--- config.mk ---
export PLATFORM = sky130hd
export DESIGN_NAME = mcdt_arbiter_flat
export DESIGN_NICKNAME = d
export VERILOG_FILES = /design/src/rtl/mcdt_pkg.sv /design/src/rtl/mcdt_arbiter_if.sv /design/src/rtl/mcdt_rr_pick.sv /design/src/rtl/mcdt_arbiter.sv /design/src/flat_wrapper.sv
export SDC_FILE = /design/constraint.sdc
export NUM_CORES = 1
export LEC_CHECK = 0
export ABC_AREA = 1
export CAP_MARGIN = 15
export CORE_MARGIN = 1
export CORE_UTILIZATION = 42
export CTS_BUF_LIST = sky130_fd_sc_hd__clkbuf_4 sky130_fd_sc_hd__clkbuf_8
export DETAILED_ROUTE_END_ITERATION = 10
export PLACE_DENSITY = 0.95
export RECOVER_POWER = 50
export SYNTH_ARGS = -nofsm -noshare
export SYNTH_HDL_FRONTEND = slang
export SYNTH_SLANG_ARGS = --single-unit
--- constraint.sdc ---
create_clock -name clk_i -period 4.8 [get_ports clk_i]
set_input_delay 1.2 -clock clk_i [delete_from_list [all_inputs] [get_ports clk_i]]
set_output_delay 1.2 -clock clk_i [all_outputs]
set_load 0.05 [all_outputs]
--- src/rtl/mcdt_pkg.sv ---
// Shared types and constants for the MCDT channel arbiter.
package mcdt_pkg;

  localparam int NUM_CH  = 3;
  localparam int BURST_W = 3;

  typedef logic [1:0] ch_id_t;

  typedef enum logic {ARB_IDLE, ARB_BUSY} arb_state_e;

  // Channel that follows c in round-robin order (2 wraps to 0).
  function automatic ch_id_t next_ch(input ch_id_t c);
    return (c == 2'd2) ? 2'd0 : c + 2'd1;
  endfunction

endpackage

--- src/rtl/mcdt_arbiter_if.sv ---
// Channel FIFO heads/pops and the registered formatter-facing output bus.
interface mcdt_arbiter_if #(parameter int DW = 32);
  import mcdt_pkg::*;

  logic [DW-1:0] ch0_data_i;
  logic [DW-1:0] ch1_data_i;
  logic [DW-1:0] ch2_data_i;
  logic          ch0_req_i;
  logic          ch1_req_i;
  logic          ch2_req_i;
  logic          ch0_pop_o;
  logic          ch1_pop_o;
  logic          ch2_pop_o;
  logic [DW-1:0] mcdt_data_o;
  logic          mcdt_val_o;
  ch_id_t        mcdt_id_o;
  logic          arb_busy_o;

  modport slave (
    input  ch0_data_i, ch1_data_i, ch2_data_i,
    input  ch0_req_i, ch1_req_i, ch2_req_i,
    output ch0_pop_o, ch1_pop_o, ch2_pop_o,
    output mcdt_data_o, mcdt_val_o, mcdt_id_o, arb_busy_o
  );

  modport master (
    output ch0_data_i, ch1_data_i, ch2_data_i,
    output ch0_req_i, ch1_req_i, ch2_req_i,
    input  ch0_pop_o, ch1_pop_o, ch2_pop_o,
    input  mcdt_data_o, mcdt_val_o, mcdt_id_o, arb_busy_o
  );

endinterface

--- src/rtl/mcdt_rr_pick.sv ---
// Round-robin pick: first eligible channel scanning ptr, ptr+1, ptr+2 (mod 3).
module mcdt_rr_pick
  import mcdt_pkg::*;
(
  input  logic [NUM_CH-1:0] elig,
  input  ch_id_t            ptr,
  output ch_id_t            pick,
  output logic              any
);

  ch_id_t c;

  always_comb begin
    pick = '0;
    any  = 1'b0;
    c    = (ptr > 2'd2) ? 2'd0 : ptr;
    for (int i = 0; i < NUM_CH; i++) begin
      if (!any && elig[c]) begin
        pick = c;
        any  = 1'b1;
      end
      c = next_ch(c);
    end
  end

endmodule

--- src/rtl/mcdt_arbiter.sv ---
// Round-robin burst arbiter popping three show-ahead channel FIFOs onto the MCDT bus.
//   state    | meaning
//   ARB_IDLE | arbitrate; latch grant and burst length when any channel is eligible
//   ARB_BUSY | pop granted channel each cycle until burst complete or it stops being eligible
module mcdt_arbiter
  import mcdt_pkg::*;
#(
  parameter int DW = 32
) (
  input  logic               clk_i,
  input  logic               rstn_i,
  input  logic [NUM_CH-1:0]  ch_en_i,
  input  logic [BURST_W-1:0] burst_len_i,
  mcdt_arbiter_if.slave      bus
);

  arb_state_e         state, state_nxt;
  ch_id_t             ptr, gnt, pick;
  logic               any;
  logic [BURST_W-1:0] cnt, blen;
  logic [NUM_CH-1:0]  req, elig, pop;
  logic               grant, done, pop_any;
  logic [DW-1:0]      gnt_data;

  assign req  = {bus.ch2_req_i, bus.ch1_req_i, bus.ch0_req_i};
  assign elig = req & ch_en_i;

  mcdt_rr_pick u_pick (
    .elig (elig),
    .ptr  (ptr),
    .pick (pick),
    .any  (any)
  );

  always_ff @(posedge clk_i or negedge rstn_i) begin
    if (!rstn_i) state <= ARB_IDLE;
    else         state <= state_nxt;
  end

  // Pops are decoded from state so reset kills them without waiting for an edge.
  always_comb begin
    state_nxt = state;
    pop       = '0;
    grant     = 1'b0;
    done      = 1'b0;
    case (state)
      ARB_IDLE: begin
        if (any) begin
          grant     = 1'b1;
          state_nxt = ARB_BUSY;
        end
      end
      ARB_BUSY: begin
        pop[gnt] = elig[gnt];
        if (!elig[gnt] || (cnt == blen)) begin
          done      = 1'b1;
          state_nxt = ARB_IDLE;
        end
      end
      default: state_nxt = ARB_IDLE;
    endcase
  end

  assign pop_any = |pop;

  always_comb begin
    gnt_data = '0;
    case (gnt)
      2'd0:    gnt_data = bus.ch0_data_i;
      2'd1:    gnt_data = bus.ch1_data_i;
      2'd2:    gnt_data = bus.ch2_data_i;
      default: gnt_data = '0;
    endcase
  end

  always_ff @(posedge clk_i or negedge rstn_i) begin
    if (!rstn_i) begin
      ptr             <= '0;
      gnt             <= '0;
      cnt             <= '0;
      blen            <= '0;
      bus.mcdt_data_o <= '0;
      bus.mcdt_val_o  <= 1'b0;
      bus.mcdt_id_o   <= '0;
    end else begin
      if (grant) begin
        gnt  <= pick;
        blen <= burst_len_i;
        cnt  <= '0;
      end
      if (pop_any) cnt <= cnt + 1'b1;
      if (done)    ptr <= next_ch(gnt);
      bus.mcdt_val_o <= pop_any;
      if (pop_any) begin
        bus.mcdt_data_o <= gnt_data;
        bus.mcdt_id_o   <= gnt;
      end
    end
  end

  assign bus.ch0_pop_o  = pop[0];
  assign bus.ch1_pop_o  = pop[1];
  assign bus.ch2_pop_o  = pop[2];
  assign bus.arb_busy_o = (state == ARB_BUSY);

endmodule
--- src/flat_wrapper.sv ---
// flat-port wrapper written by rule: the top's interface ports become plain ports
module mcdt_arbiter_flat import mcdt_pkg::*;
#(
  parameter int DW = 32
)
  (clk_i, rstn_i, ch_en_i, burst_len_i, bus_ch0_data_i, bus_ch1_data_i, bus_ch2_data_i, bus_ch0_req_i, bus_ch1_req_i, bus_ch2_req_i, bus_ch0_pop_o, bus_ch1_pop_o, bus_ch2_pop_o, bus_mcdt_data_o, bus_mcdt_val_o, bus_mcdt_id_o, bus_arb_busy_o);
  mcdt_arbiter_if #(.DW(DW)) bus_i ();
  input  logic clk_i;
  input  logic rstn_i;
  input  logic [NUM_CH-1:0] ch_en_i;
  input  logic [BURST_W-1:0] burst_len_i;
  input wire logic [$bits(bus_i.ch0_data_i)-1:0] bus_ch0_data_i;
  input wire logic [$bits(bus_i.ch1_data_i)-1:0] bus_ch1_data_i;
  input wire logic [$bits(bus_i.ch2_data_i)-1:0] bus_ch2_data_i;
  input wire logic [$bits(bus_i.ch0_req_i)-1:0] bus_ch0_req_i;
  input wire logic [$bits(bus_i.ch1_req_i)-1:0] bus_ch1_req_i;
  input wire logic [$bits(bus_i.ch2_req_i)-1:0] bus_ch2_req_i;
  output wire logic [$bits(bus_i.ch0_pop_o)-1:0] bus_ch0_pop_o;
  output wire logic [$bits(bus_i.ch1_pop_o)-1:0] bus_ch1_pop_o;
  output wire logic [$bits(bus_i.ch2_pop_o)-1:0] bus_ch2_pop_o;
  output wire logic [$bits(bus_i.mcdt_data_o)-1:0] bus_mcdt_data_o;
  output wire logic [$bits(bus_i.mcdt_val_o)-1:0] bus_mcdt_val_o;
  output wire logic [$bits(bus_i.mcdt_id_o)-1:0] bus_mcdt_id_o;
  output wire logic [$bits(bus_i.arb_busy_o)-1:0] bus_arb_busy_o;
  assign bus_i.ch0_data_i = bus_ch0_data_i;
  assign bus_i.ch1_data_i = bus_ch1_data_i;
  assign bus_i.ch2_data_i = bus_ch2_data_i;
  assign bus_i.ch0_req_i = bus_ch0_req_i;
  assign bus_i.ch1_req_i = bus_ch1_req_i;
  assign bus_i.ch2_req_i = bus_ch2_req_i;
  assign bus_ch0_pop_o = bus_i.ch0_pop_o;
  assign bus_ch1_pop_o = bus_i.ch1_pop_o;
  assign bus_ch2_pop_o = bus_i.ch2_pop_o;
  assign bus_mcdt_data_o = bus_i.mcdt_data_o;
  assign bus_mcdt_val_o = bus_i.mcdt_val_o;
  assign bus_mcdt_id_o = bus_i.mcdt_id_o;
  assign bus_arb_busy_o = bus_i.arb_busy_o;
  mcdt_arbiter #(.DW(DW)) u_core (.clk_i(clk_i), .rstn_i(rstn_i), .ch_en_i(ch_en_i), .burst_len_i(burst_len_i), .bus(bus_i));
endmodule
==> results of run 1 <==
==> worst reg2reg max path: stages (launching register included) <==
cell and delay (ns):
dfrtp_1 0.74, inv_1 0.40, nor2_1 0.64, clkbuf_1 0.54, a221oi_1 0.20, o21ai_1 0.20
==> cell families (layout without fill, tap and decap cells) <==
kind of cell	Yosys count	after routing	share of synthesized area, %
DFF	46	46	45.3
adders and majority gates	4	4	1.97
xor gates and xnor gates	4	4	1.38
AOI/OAI and AO/OA	76	76	18.7
and+or+nand+nor	148	148	23.5
buffers and inverters	56	194	9.20
==> layout by cell type (no fill, tap or decap) <==
cell	n
a21oi_1	15
clkdlybuf4s50_1	132
nand3_1	26
inv_1	38
ha_1	4
dfrtp_1	46
a221oi_1	25
dlygate4sd3_1	9
clkbuf_4	1
nand4_1	1
nor2_2	2
xnor2_1	4
o21ai_0	6
buf_4	2
nand2_1	78
clkbuf_8	6
clkbuf_1	2
buf_12	3
nor2_1	41
o21ai_1	29
clkinv_2	1
a31oi_1	1
==> per-layer routing <==
metal,vias to the layer above,GRT usage (%)
met3,14,3.66
li1,1380,-
met1,1345,29.2
met2,129,47.5
met4,0,7.86
met5,-,0
==> worst max path at each step <==
stage	slack [ns]	endpoint	startpoint	cells past startpoint
floorplan	1.10	bus_ch0_pop_o	bus_ch2_req_i	7
global placement	0.97	bus_ch1_pop_o	bus_ch0_req_i	8
detailed placement	0.89	bus_ch1_pop_o	ch_en_i[0]	8
CTS	0.88	bus_ch1_pop_o	ch_en_i[0]	8
global route	0.51	bus_ch1_pop_o	ch_en_i[0]	8
finish	0.65	bus_ch1_pop_o	ch_en_i[0]	8
==> area by class of cell <==
cell class / count / area [µm²]
multi-input cells: 232 / 1160
well taps: 72 / 90.1
clock buffers: 7 / 90.1
fillers: 438 / 1550
flip-flops and latches: 46 / 1150
repair buffers: 148 / 1490
clock inverters: 1 / 5.00
inverters: 38 / 143
==> sequential cells by signal, summed over array words and instances, names as in the netlist <==
| name | cells |
|---|---|
| u_core.bus.mcdt_data_o | 32 |
| u_core.blen | 3 |
| u_core.cnt | 3 |
| u_core.bus.mcdt_id_o | 2 |
| u_core.gnt | 2 |
| u_core.ptr | 2 |
| u_core.bus.arb_busy_o | 1 |
| u_core.bus.mcdt_val_o | 1 |
==> Yosys cell counts <==
cell / number / area share [%]
nand2_1: 77 / 11
dfrtp_1: 46 / 45
nor2_1: 41 / 6.1
inv_1: 37 / 5.5
o21ai_1: 30 / 5.9
nand3_1: 26 / 5.1
a221oi_1: 25 / 8.6
a21oi_1: 15 / 3.0
buf_2: 13 / 2.6
o21ai_0: 5 / 0.98
clkbuf_1: 4 / 0.59
ha_1: 4 / 2.0
xnor2_1: 4 / 1.4
nor2_2: 2 / 0.49
a31oi_1: 1 / 0.25
buf_6: 1 / 0.44
inv_2: 1 / 0.15
nand2_2: 1 / 0.25
nand4_1: 1 / 0.25
==> through the flow <==
stage	cells	total power [µW]	area (µm²)	hold WS [ns]	util, %
detailed placement	536	2460	4040	0.480	71.2
floorplan	334	1870	2540	0.469	-
finish	544	2680	4130	0.495	72.8
global route	544	2860	4130	0.511	72.8
CTS	544	2710	4140	0.500	72.9
global placement	536	2400	4040	0.471	71.2
==> power by group through the flow <==
stage | Clock [µW] | Sequential [µW] | Combinational (µW)
after floorplan | 0 | 1140 | 734
after global placement | 0 | 689 | 1710
after detailed placement | 0 | 696 | 1760
after CTS | 251 | 691 | 1770
after global routing | 268 | 713 | 1880
final | 244 | 689 | 1740
==> impl_metrics.csv, run 1 <==
group,metric,value,unit
outcome,status,"finished, violations left",
clock_tree,root_buffer,"clkbuf_8",
logic_synthesis,syn-num-nets,445,
detailed_routing,vias,2868,
final_layout,num_antenna_cells,0,
critical_path,r2r_setup_slack,2.02,ns
timing,worst_pin_slew,2.47,ns
floorplanning,core_area,5680,µm²
min_path,hold_path_startpoint,"u_core.bus.mcdt_data_o[22]",
detailed_routing,dr_wl_met3,572,µm
detailed_routing,maxUsedRoutingLayer,"met4",
timing,period_share,86.5,%
critical_path,crit_top_cell,"nand2_1",
clock_tree,cts.htree.levels,2,
logic_synthesis,ys_ff_latch,46,
logic_synthesis,yosys.cell_types.count,19,
final_layout,synthToLayoutAreaGrowth,62.3,%
floorplanning,io_pins,146,
critical_path,crit_chain,"dlygate4sd3_1 > nand2_1 > nand2_1 > o21ai_0 > nor2_2 > nand2_1 > nor2_1 > buf_12",
critical_path,cp_max_fo,12,
min_path,whs_endpoint,"u_core.bus.mcdt_data_o[22]",
grt,grt_pass1_vias,2761,
floorplanning,fp-row-count,27,
critical_path,worst_path_largest_cell_delay,0.58,ns
power_and_ir_drop,power.leakage,0.00192,µW
min_path,hold_class,"flop to flop",
floorplanning,initial_utilization,44.8,%
detailed_routing,drtPass1Iterations,6,
clock_tree,cts_made_buffers,5,
clock_tree,clock_latency,0.29,ns
clock_tree,cts_resized,0,
power_and_ir_drop,swShare,52.0,%
final_layout,final_nets,582,
critical_path,cp.buffers_inverters,2,
critical_path,rr_endpoint,"u_core.bus.mcdt_data_o[18]",
timing,finalHoldViolCount,0,
logic_synthesis,avgSynthCellArea,7.62,µm²
placement,hpwl,6040,µm
timing,maxSlewHeadroom,-64.6,%
detailed_routing,m1WireLength,3150,µm
min_path,hold_depth,2,
clock_tree,cts_tree,"done",
clock_tree,cts_hold_buf,0,
critical_path,arrival,2.95,ns
timing,layout_setup_ws,0.647,ns
grt,grt_overflow,0,
detailed_routing,ant_nets,0,
timing,rsz0062_at_grt,"no",
logic_synthesis,ys_seq_area_share,45.3,%
power_and_ir_drop,pwr-share-clk,9.1,%
timing,drv_slew,47,
critical_path,path_class,"input pin to primary output",
clock_tree,clkTransAtPathRegs,0.08,ns
critical_path,r2r_cells,5,
outcome,violations,"capacitance limit, slew limit",
detailed_routing,dr.first_iter.drc_count,127,
power_and_ir_drop,p_sw,1390,µW
critical_path,crit_path_end_kind,"primary output",
detailed_routing,drc_errors,0,
grt,grt_start_max_net_pins,53,
critical_path,startpoint_type,"input pin",
power_and_ir_drop,powerDensity,648,nW/µm²
detailed_routing,wl_per_cell,14.8,µm
detailed_routing,wl,8070,µm
job,maxCapViolations,1,
clock_tree,cts_setup_buffers,0,
logic_synthesis,synth_area,2540,µm²
power_and_ir_drop,p_comb_share,65.1,%
placement,dp_slack,0.893,ns
timing,max_freq,0.241,GHz
critical_path,path_delay_family,"simple AND/OR/NAND/NOR gates",
power_and_ir_drop,p_int,1280,µW
grt,track_usage,25.3,%
detailed_routing,dr_wl_met2,4220,µm
detailed_routing,viasPerCell,5.27,
grt,grt_pass1_wl,12500,µm
critical_path,slowest_stage,"dlygate4sd3_1",
logic_synthesis,postSynthCellCount,334,
placement,numPortBuffers,145,
clock_tree,cts_sinks,46,
critical_path,r2r-start,"u_core.gnt[0]",
floorplanning,dieArea,6370,µm²
timing,fin_setup_tns,0,ns
grt,antenna_found_initial,0,
power_and_ir_drop,ir_drop,0.000384,V
timing,min_period,4.15,ns
floorplanning,dieHeight,79.8,µm
timing,fin_skew,0.00553,ns
placement,globalplace.congestion,0.944,
clock_tree,clk_path_buf_depth,2,
floorplanning,die_w,79.8,µm
timing,finalSetupViolCount,0,
logic_synthesis,ys_warn_count,0,
final_layout,drive_above_1_share,3.18,%
critical_path,worst_ep_required_time,3.60,ns
power_and_ir_drop,seq_power_share,25.8,%
No activity file was read; power rests on OpenSTA's default activity.
==> inputs of run 2 (changes only) <==
ABC_CLOCK_PERIOD_IN_PS = 4800   (was unset)
SLEW_MARGIN = 20   (was unset)
==> run 2 against run 1 <==
The flow still finishes with violations (capacitance limit, slew limit). Global-route usage unchanged. Design area did not move. Cell count stayed put. Critical path type unchanged. Critical endpoint unchanged. Largest power group unchanged.
==> impl_metrics.csv, run 2 (same netlist as run 1, synthesis figures left out) <==
group,metric,value,unit
outcome,status,"finished, violations left",
outcome,violations,"capacitance limit, slew limit",
critical_path,worst_path_largest_cell_delay,0.58,ns
placement,numPlacedInstances,536,
critical_path,rr_endpoint,"u_core.bus.mcdt_data_o[18]",
placement,globalplace.congestion,0.944,
power_and_ir_drop,powerDensity,648,nW/µm²
power_and_ir_drop,power.leakage,0.00192,µW
timing,min_period,4.15,ns
critical_path,critPathLaunch,"ch_en_i[0]",
clock_tree,cts_tree,"done",
floorplanning,fp-row-count,27,
placement,hpwl,6040,µm
floorplanning,io_pins,146,
final_layout,synthToLayoutAreaGrowth,62.3,%
timing,maxSlewHeadroom,-64.5,%
timing,worst_pin_slew,2.47,ns
clock_tree,cts.htree.levels,2,
timing,finalHoldViolCount,0,
grt,grt_pass1_vias,2761,
clock_tree,cts_resized,0,
detailed_routing,wl_per_cell,14.8,µm
clock_tree,cts_hold_buf,0,
grt,track_usage,25.3,%
floorplanning,initial_utilization,44.8,%
timing,drv_slew,47,
final_layout,final_nets,582,
critical_path,path_delay_family,"simple AND/OR/NAND/NOR gates",
critical_path,cp.depth,8,
timing,period_share,86.5,%
timing,finalSetupViolCount,0,
clock_tree,clock_latency,0.29,ns
final_layout,num_antenna_cells,0,
final_layout,layout_common_cells,"132 x clkdlybuf4s50_1, 78 x nand2_1, 46 x dfrtp_1, 41 x nor2_1, 38 x inv_1",
detailed_routing,viasPerCell,5.27,
detailed_routing,ant_nets,0,
critical_path,r2r_cells,5,
critical_path,crit_top_cell,"nand2_1",
critical_path,r2r_setup_slack,2.02,ns
critical_path,crit_path_end_kind,"primary output",
clock_tree,root_buffer,"clkbuf_8",
final_layout,multi_input_area,1160,µm²
grt,grt_start_max_net_pins,53,
detailed_routing,drc_errors,0,
min_path,hold_class,"flop to flop",
final_layout,final-seq-area,1150,µm²
clock_tree,clk_path_buf_depth,2,
critical_path,arrival,2.95,ns
final_layout,drive_above_1_share,3.18,%
clock_tree,cts_setup_buffers,0,
floorplanning,die_w,79.8,µm
job,maxCapViolations,1,
critical_path,cp.buffers_inverters,2,
final_layout,fill_cells,439,
floorplanning,dieArea,6370,µm²
grt,grt_overflow,0,
detailed_routing,maxUsedRoutingLayer,"met4",
final_layout,layout_commonest_cell,"clkdlybuf4s50_1",
critical_path,cp-endpoint,"bus_ch1_pop_o",
critical_path,slowest_stage,"dlygate4sd3_1",
critical_path,worst_ep_required_time,3.60,ns
detailed_routing,dr_wl_met3,573,µm
grt,grt_pass1_wl,12500,µm
timing,max_freq,0.241,GHz
critical_path,path_class,"input pin to primary output",
final_layout,fin_cells,544,
detailed_routing,drtPass1Iterations,6,
timing,fin_setup_tns,0,ns
clock_tree,clkTransAtPathRegs,0.08,ns
timing,fin_skew,0.00553,ns
floorplanning,core_area,5680,µm²
detailed_routing,m1WireLength,3150,µm
final_layout,reg_top3,"u_core.bus.mcdt_data_o (32), u_core.blen (3), u_core.cnt (3)",
detailed_routing,dr.first_iter.drc_count,127,
clock_tree,cts_made_buffers,5,
critical_path,cp_max_fo,12,
final_layout,utilization,72.8,%
grt,antenna_found_initial,0,
clock_tree,cts_sinks,46,
detailed_routing,dr_wl_met2,4220,µm
final_layout,largest-register,"u_core.bus.mcdt_data_o",
detailed_routing,vias,2868,
detailed_routing,wl,8070,µm
timing,rsz0062_at_grt,"no",
critical_path,r2r-start,"u_core.gnt[0]",
critical_path,startpoint_type,"input pin",
power_and_ir_drop,ir_drop,0.000384,V
final_layout,largest_register_ffs,32,
placement,numPortBuffers,145,
floorplanning,dieHeight,79.8,µm
critical_path,crit_chain,"dlygate4sd3_1 > nand2_1 > nand2_1 > o21ai_0 > nor2_2 > nand2_1 > nor2_1 > buf_12",
[run 2: per-stage QoR]
stage	hold WS (ns)	area [µm²]	power, µW	setup WS, ns
after floorplan	0.469	2540	1870	1.10
after global placement	0.471	4040	2400	0.974
after detailed placement	0.480	4040	2460	0.893
after CTS	0.500	4140	2710	0.879
after global routing	0.511	4130	2860	0.514
final	0.495	4130	2680	0.647
[run 2: area by class of cell]
| type | instances | share of cell area (%) |
|---|---|---|
| timing repair buffer | 148 | 36.2 |
| multi-input combinational | 232 | 28.0 |
| sequential | 46 | 27.9 |
| inverter | 38 | 3.45 |
| clock buffer | 7 | 2.18 |
| tap | 72 | 2.18 |
| clock inverter | 1 | 0.121 |
[run 2: power by group]
part | total (µW) | switching (µW) | internal, µW | leakage (µW)
registers | 689 | 125 | 565 | 0.000572
clock network | 244 | 122 | 122 | 0.0000517
logic | 1740 | 1150 | 598 | 0.00130
total | 2680 | 1390 | 1280 | 0.00192
[run 2: worst min-delay path by stage]
stage | from | endpoint | slack [ns] | depth (start not counted)
2_1_floorplan | u_core.blen[0] | u_core.blen[0] | 0.47 | 2
3_3_place_gp | u_core.bus.mcdt_data_o[30] | u_core.bus.mcdt_data_o[30] | 0.47 | 2
3_5_place_dp | u_core.bus.mcdt_data_o[23] | u_core.bus.mcdt_data_o[23] | 0.48 | 2
4_1_cts | u_core.bus.mcdt_data_o[23] | u_core.bus.mcdt_data_o[23] | 0.50 | 2
5_1_grt | u_core.bus.mcdt_data_o[23] | u_core.bus.mcdt_data_o[23] | 0.51 | 2
6_report | u_core.bus.mcdt_data_o[22] | u_core.bus.mcdt_data_o[22] | 0.49 | 2
[run 2: metal layers]
metal,vias up,global-route usage [%]
li1,1380,-
met1,1345,29.2
met2,129,47.5
met3,14,3.66
met4,0,7.86
met5,-,0
[run 2: worst register-to-register path: stages (launching register included)]
cell and delay, ns:
dfrtp_1 0.74, inv_1 0.40, nor2_1 0.64, clkbuf_1 0.54, a221oi_1 0.20, o21ai_1 0.20
==> inputs of run 3 (changes only) <==
CAP_MARGIN = 20   (was 15)
==> results of run 3 <==
Same layout as run 2: the final DEF is identical, and so are final timing and power.
